[src/rtl/reg_wb_arbiter.sv]
// reg_wb_arbiter: register-file write-port arbiter between WB pipe and mul/div unit, with pending scoreboard and starvation stall
module reg_wb_arbiter #(
  parameter int STARVE_LIMIT = 3
) (
  input  logic        clk_i,
  input  logic        rst_i,
  input  logic        PipeWrite_i,
  input  logic [4:0]  PipeAddr_i,
  input  logic [31:0] PipeData_i,
  input  logic        MdReq_i,
  input  logic [4:0]  MdAddr_i,
  input  logic [31:0] MdData_i,
  output logic        MdAck_o,
  input  logic        Issue_i,
  input  logic [4:0]  IssueAddr_i,
  input  logic [4:0]  RSaddr_i,
  input  logic [4:0]  RTaddr_i,
  input  logic        IDWrite_i,
  input  logic [4:0]  IDAddr_i,
  output logic        Stall_o,
  output logic        RegWrite_o,
  output logic [4:0]  RDaddr_o,
  output logic [31:0] RDdata_o
);
  typedef enum logic [1:0] {IDLE, WAIT, STARVE} state_t;
  localparam logic [2:0] LIMIT = 3'(STARVE_LIMIT);
  state_t state, state_nx;
  logic [2:0] cnt, cnt_nx, cnt_inc;
  logic [31:0] pending, pending_nx;
  logic pipe_v, md_v, md_win, hazard, release_md;
  assign pipe_v = PipeWrite_i && PipeAddr_i != 5'd0;
  assign md_v = MdReq_i && MdAddr_i != 5'd0;
  assign MdAck_o = MdReq_i && !pipe_v;
  assign md_win = MdAck_o && md_v;
  assign hazard = pending[RSaddr_i] | pending[RTaddr_i] | (IDWrite_i & pending[IDAddr_i]);
  assign Stall_o = hazard | (state == STARVE);
  assign cnt_inc = (cnt == 3'd7) ? cnt : cnt + 3'd1;
  // a grant or a withdrawn request both end the wait
  assign release_md = !MdReq_i || MdAck_o;
  always_comb begin
    state_nx = release_md ? IDLE :
               (state == IDLE) ? WAIT :
               (state == STARVE || cnt_inc >= LIMIT) ? STARVE : WAIT;
    cnt_nx = release_md ? 3'd0 : (state == IDLE) ? 3'd1 : cnt_inc;
  end
  // set after clear so a same-edge reissue keeps the register pending
  always_comb begin
    pending_nx = pending;
    if (md_win) pending_nx[MdAddr_i] = 1'b0;
    if (Issue_i && !Stall_o && IssueAddr_i != 5'd0) pending_nx[IssueAddr_i] = 1'b1;
    pending_nx[0] = 1'b0;
  end
  always_ff @(posedge clk_i or posedge rst_i) begin
    if (rst_i) begin
      state <= IDLE;
      cnt <= 3'd0;
      pending <= 32'd0;
      RegWrite_o <= 1'b0;
      RDaddr_o <= 5'd0;
      RDdata_o <= 32'd0;
    end else begin
      state <= state_nx;
      cnt <= cnt_nx;
      pending <= pending_nx;
      RegWrite_o <= pipe_v || md_win;
      if (pipe_v) begin
        RDaddr_o <= PipeAddr_i;
        RDdata_o <= PipeData_i;
      end else if (md_win) begin
        RDaddr_o <= MdAddr_i;
        RDdata_o <= MdData_i;
      end
    end
  end
endmodule

[config.mk]
export PLATFORM = sky130hd
export DESIGN_NAME = reg_wb_arbiter
export DESIGN_NICKNAME = d
export VERILOG_FILES = /design/src/rtl/reg_wb_arbiter.sv
export SDC_FILE = /design/constraint.sdc
export NUM_CORES = 1
export LEC_CHECK = 0
export CORE_MARGIN = 3
export CORE_UTILIZATION = 45
export CTS_CLUSTER_DIAMETER = 40
export DETAILED_ROUTE_END_ITERATION = 16
export DONT_BUFFER_PORTS = 1
export PLACE_DENSITY = 0.72
export SLEW_MARGIN = 20
export SYNTH_ARGS = -nofsm -noshare
export SYNTH_HDL_FRONTEND = slang
export SYNTH_SLANG_ARGS = --single-unit
export TNS_END_PERCENT = 5
[constraint.sdc]
create_clock -name clk_i -period 2.25 [get_ports clk_i]
set_input_delay 0.225 -clock clk_i [delete_from_list [all_inputs] [get_ports clk_i]]
set_output_delay 0.225 -clock clk_i [all_outputs]
set_load 0.02 [all_outputs]
==> results of run 1 <==
==> cell usage in the layout, fill, tap and decap left out, types with 9 or more instances in the layout <==
cell / n
o21ai_0: 44
nor2_1: 16
clkbuf_8: 10
nand3_1: 9
o21ai_1: 23
dfrtp_1: 74
dlygate4sd3_1: 42
o31ai_2: 22
o31ai_1: 11
mux2i_1: 54
buf_4: 15
nand2_1: 81
mux4_2: 12
==> layer usage <==
| metal | routed length [um] | part of all wire | global-route usage | vias up |
|---|---|---|---|---|
| met5 | 0 | 0 | 0 | - |
| met4 | 456 | 0.035 | 0.1097 | 0 |
| met3 | 1029 | 0.080 | 0.05003 | 38 |
| met2 | 6565 | 0.51 | 0.4033 | 215 |
| met1 | 4809 | 0.37 | 0.2800 | 1885 |
| li1 | - | - | - | 1720 |
==> how the worst max path moves through the flow <==
stage                     start          to  slack, ns  cells after the start
floorplan           IDAddr_i[2]     Stall_o       0.09                      8
global placement    pending[19]     Stall_o      -0.05                      7
detailed placement  pending[19]  pending[1]      -0.11                      8
CTS                 pending[19]     Stall_o      -0.33                      7
global route        pending[19]     Stall_o      -0.42                      7
finish              pending[17]     Stall_o      -0.31                      6
==> where the power goes <==
group	internal [mW]	total (mW)	switching, mW
Sequential	1.54	1.84	0.305
Combinational	0.514	0.992	0.479
Clock	0.670	1.20	0.530
==> registers in the layout, summed over array words and instances, names as in the netlist <==
signal / flops
RegWrite_o: 1
RDdata_o: 32
RDaddr_o: 5
pending: 31
state: 2
cnt: 3
==> logic make-up (layout without fill, tap and decap cells) <==
group	after synthesis	count (layout)	share of synthesized area
compound gates	120	120	0.1646
fa+ha+maj	1	1	0.002847
flops	74	74	0.4214
simple gates	143	143	0.1501
xor+xnor	1	1	0.001994
mux	73	73	0.2124
buf+inv	41	81	0.04670
==> synthesized netlist by cell type (2+ instances only) <==
cell type and instances:
inv_1 5, a21oi_1 4, nand3_1 9, nand3b_1 5
nor2b_1 7, nor3_1 4, and3_1 4, mux2_2 3
dfrtp_1 74, buf_1 3, mux4_1 3, o21ai_1 24
o31ai_1 34, nor3b_1 5, nor2_1 16, a31oi_1 3
a22oi_1 3, clkbuf_1 17, mux2i_1 55, a211oi_1 2
o21ai_0 44, buf_2 11, nand2b_1 5, mux4_2 12
buf_6 5, nand2_1 81, a221oi_1 2
==> critical path, cell delays in order, from the launching register on <==
cell and delay (ns):
dfrtp_1 0.42, mux4_1 0.51, mux2_2 0.29, a21oi_2 0.15, o31ai_1 0.10, and3_1 0.24
or2_4 0.28
==> stage by stage <==
stage	setup WS, ns	total power, mW
global route	-0.4225	4.214
finish	-0.3062	4.036
floorplan	0.08768	2.432
detailed placement	-0.1100	2.678
CTS	-0.3337	3.992
global placement	-0.04825	2.631
==> what timing repair did <==
item,4_1_cts,5_1_grt
gates resized for setup,14,13
endpoints found under the setup margin,32,32
pin swaps,2,4
endpoints found under the hold margin,57,1
cloned,0,0
setup buffers,1,0
hold buffers,41,1
==> layout make-up <==
class                      instances  area, um^2  area share
clock buffer                      10       137.6     0.02580
tap                              129       161.4     0.03025
timing repair buffer              60       584.3      0.1095
clock inverter                     6       97.59     0.01829
multi-input combinational        338        2484      0.4655
inverter                           5       18.77    0.003518
sequential                        74        1852      0.3471
==> metrics.cfg, run 1 <==
[final_layout]
area_growth_pct = 21.41
layout-drive-gt1-share = 0.1643
antenna_cells = 0
nets = 589
fillers = 781
finalNonFillerCells = 622
finalInstanceArea_um2 = 5335
fin_util = 0.5693

[setup_path]
required_ns = 2.03
r2r-start = pending[19]
r2r_slack_ns = -0.13
cp-start-kind = flip-flop
critPathMaxFanout = 4
cp-end-kind = output pin
r2r_end = pending[23]
reg2regPathDepth = 9
crit_type = reg -> out
arrival_ns = 2.33

[global_routing]
grt_pass1_vias = 3967
grt_max_degree = 73
grt_pass1_wl_mm = 20.68
grt_antenna_before_repair = 0
grt_overflow = 0
grt.total_usage = 0.2345

[synth]
synth.distinct_cells = 40
yosysSeqAreaShare = 0.4214
synth_area_leader_cell = dfrtp_1
yosys-top-cells-area = dfrtp_1 (42%), mux2i_1 (13%), nand2_1 (6.9%)
synthFlopType = dfrtp_1
synthesis.nets = 554
synthArstFlopShare = 1.000
synth_edf_count = 0
syn_inst = 453
ys_warn_count = 0
synth.ff_latch_count = 74
synth.top_cell.area_share = 0.4214
syn-cell-area_um2 = 4394
avgSynthCellArea_um2 = 9.700

[drt]
drt-pass1-iter-count = 5
drt_first_iter_violations = 334
wl_mm = 12.86
routed_via_density = 6.203
ant_nets = 0
drcViolationCount = 0
vias = 3858
wl_per_cell_um = 20.68

[place]
dp_hpwl_mm = 8.750
dp.cells = 563
port_buffers = 0
place_congestion = 0.9312
placed_cell_area_um2 = 4541

[cts]
ctsHtreeMaxLevel = 3
cts_max_path_buffers = 2
cts_tree = yes
cts.reportedPaths.clkPinSlew_ns = 0.08
cts_buffers = 9
clk_latency_ns = 0.35
clkSinkCount = 74
cts-root-buf = clkbuf_8

[min_path]
whs_endpoint = RDdata_o[6]
hold-path-cell-count = 2
hold_start = PipeData_i[6]
hold_class = in -> reg

[power_and_ir_drop]
ir_worst_vdd_v = 0.0004852
p_leak_nw = 2.256
p_per_area_nw_per_um2 = 756.5

[run_status]
violations = negative setup slack
outcome = complete, but fails checks

[floorplan]
rows = 35
pin_count = 140
start_util = 0.4689
dieArea_um2 = 10990
core-area_um2 = 9371
chipHeight_um = 104.8
die_w_um = 104.8

[timing]
fin_ws_ns = -0.3062
slew_headroom = 0.5536
worst_slew_pin_slew_ns = 0.6671
slew_violations = 0
finClkSkew_ns = 0.01121
tns_ns = -2.890
fmax_mhz = 391.2
post-route-period-util = 1.136
period_minus_slack_ns = 2.556
rsz0062_at_grt = true
whs_ns = 0.02154
hold_viol = 0
setup_viol = 32

[run]
maxCapViolations = 0

Note: power is estimated with default switching activity, not from simulation.
==> run 2: changes to the inputs <==
PLACE_DENSITY = 0.71   (was 0.72)
==> metrics.cfg, run 2 (same netlist as run 1, synthesis figures left out) <==
[run_status]
outcome = complete, but fails checks
violations = negative hold slack, negative setup slack

[setup_path]
crit_type = reg -> out
cp-start-kind = flip-flop
cp-end-kind = output pin
r2r-start = pending[17]
cp-startpoint = pending[17]
required_ns = 2.03
critPathMaxFanout = 3
r2r_end = pending[25]
r2r_slack_ns = -0.24
reg2regPathDepth = 9
crit_path_max_incr_delay_ns = 0.44
slowest_stage = mux4_2
arrival_ns = 2.42
path_cells = buf_6, mux4_2, mux2i_1, nor3b_1, nor4bb_1, o21ai_2, or2_4

[global_routing]
grt_antenna_before_repair = 0
grt.total_usage = 0.2223
grt_max_degree = 73
grt_overflow = 0
grt_pass1_wl_mm = 19.74
grt_pass1_vias = 3860

[drt]
wl_mm = 12.27
dr_wl_met2_mm = 6.292
vias = 3699
drt-pass1-iter-count = 5
wl_per_cell_um = 20.27
routed_via_density = 6.114
ant_nets = 0
m1WireLength_mm = 4.495
drt_first_iter_violations = 368
drcViolationCount = 0
dr_wl_met3_mm = 1.007
top_layer_used = met4

[final_layout]
fin_util = 0.5526
fillers = 826
regMostFlops = RDdata_o
reg_top3 = RDdata_o x32, pending x31, RDaddr_o x5
finalInstanceArea_um2 = 5179
layout_common_cells = nand2_1 (81), dfrtp_1 (74), mux2i_1 (55), o21ai_0 (44), dlygate4sd3_1 (28)
regArea_um2 = 1852
layout.cells.most_common = nand2_1
area_growth_pct = 17.85
largest_reg_flops = 32
multi_input_area_um2 = 2489
layout-drive-gt1-share = 0.1660
antenna_cells = 0
nets = 573

[place]
place_congestion = 0.8921
placed_cell_area_um2 = 4526
dpl_worst_slack_ns = -0.1204
port_buffers = 0
dp_hpwl_mm = 8.593

[timing]
hold_viol = 1
worst_slew_pin_slew_ns = 0.6826
rsz0062_at_grt = true
period_minus_slack_ns = 2.641
slew_violations = 0
whs_ns = -0.002550
post-route-period-util = 1.174
finClkSkew_ns = 0.007092
fmax_mhz = 378.7
fin_ws_ns = -0.3907
slew_headroom = 0.5432
setup_viol = 32

[power_and_ir_drop]
switching_share = 0.3241
pwr-share-comb = 0.248
ir_worst_vdd_v = 0.0004056
p_sw_mw = 1.277
seq_power_share = 0.467
p_per_area_nw_per_um2 = 760.6
p_clk_frac = 0.286
p_leak_nw = 2.187
p_int_mw = 2.662

[min_path]
hold-path-cell-count = 2
hold_start = PipeData_i[16]
whs_endpoint = RDdata_o[16]
hold_class = in -> reg

[cts]
clkSinkCount = 74
cts_max_path_buffers = 2
cts-root-buf = clkbuf_8
clk_latency_ns = 0.34
cts_tree = yes
cts_buffers = 9
cts.reportedPaths.clkPinSlew_ns = 0.08
ctsHtreeMaxLevel = 3

[floorplan]
pin_count = 140
dieArea_um2 = 10990
core-area_um2 = 9371
rows = 35
chipHeight_um = 104.8
die_w_um = 104.8
start_util = 0.4689

[run]
maxCapViolations = 0

==> run 2: cell types whose count changed in the layout (fill, tap and decap cells not counted), moves of 2 or more <==
cell / change
buf_4: -4
buf_8: +2
dlygate4sd3_1: -14
o31ai_1: -4
o31ai_2: +4
==> run 2: what timing repair did <==
action | CTS | global route
hold buffers | 28 | 0
pin swaps | 10 | 0
endpoints found under the hold margin | 44 | 0
buffers inserted | 1 | 0
setup endpoints to repair | 32 | 32
resized for setup | 9 | 23
==> run 2: worst max path at each step <==
| stage | end | depth (start not counted) |
|---|---|---|
| final | Stall_o | 7 |
| after global routing | Stall_o | 7 |
| after CTS | Stall_o | 7 |
| after detailed placement | pending[12] | 8 |
| after global placement | pending[4] | 8 |
| after floorplan | Stall_o | 8 |
==> run 2: power groups by stage <==
stage	clock [mW]	sequential [mW]	combinational, mW
floorplan	0	1.77	0.660
global placement	0	1.84	0.787
detailed placement	0	1.86	0.810
CTS	1.14	1.83	0.885
global route	1.19	1.86	1.06
finish	1.12	1.84	0.975
==> run 2: per-stage QoR <==
stage               hold slack [ns]  instances  TNS, ns  power [mW]
floorplan                    0.3418        453        0       2.432
global placement             0.1441        561  -0.1164       2.624
detailed placement           0.1551        561   -1.864       2.666
CTS                       0.0005449        605   -3.607       3.853
global route               0.007738        605   -6.599       4.109
finish                    -0.002550        605   -5.920       3.939
==> run 2: area by class of cell <==
| class | count | share of cell area |
|---|---|---|
| Timing Repair Buffer | 44 | 0.08577 |
| Multi-Input combinational cell | 338 | 0.4806 |
| Clock inverter | 6 | 0.01740 |
| Inverter | 5 | 0.003624 |
| Sequential cell | 74 | 0.3576 |
| Clock buffer | 9 | 0.02392 |
| Tap cell | 129 | 0.03117 |
==> run 2: routing by layer <==
metal,global-route usage,vias to the layer above
li1,-,1682
met1,0.2660,1763
met2,0.3827,210
met3,0.04632,44
met4,0.1031,0
met5,0,-
==> run 2: worst max-delay path, delay by kind of cell, from the launching register on <==
kind / cells / cell delay, ns
AOI/OAI and AO/OA: 1 / 0.15
buffers and inverters: 1 / 0.13
DFF: 1 / 0.39
muxes: 2 / 0.64
and+or+nand+nor: 3 / 0.76
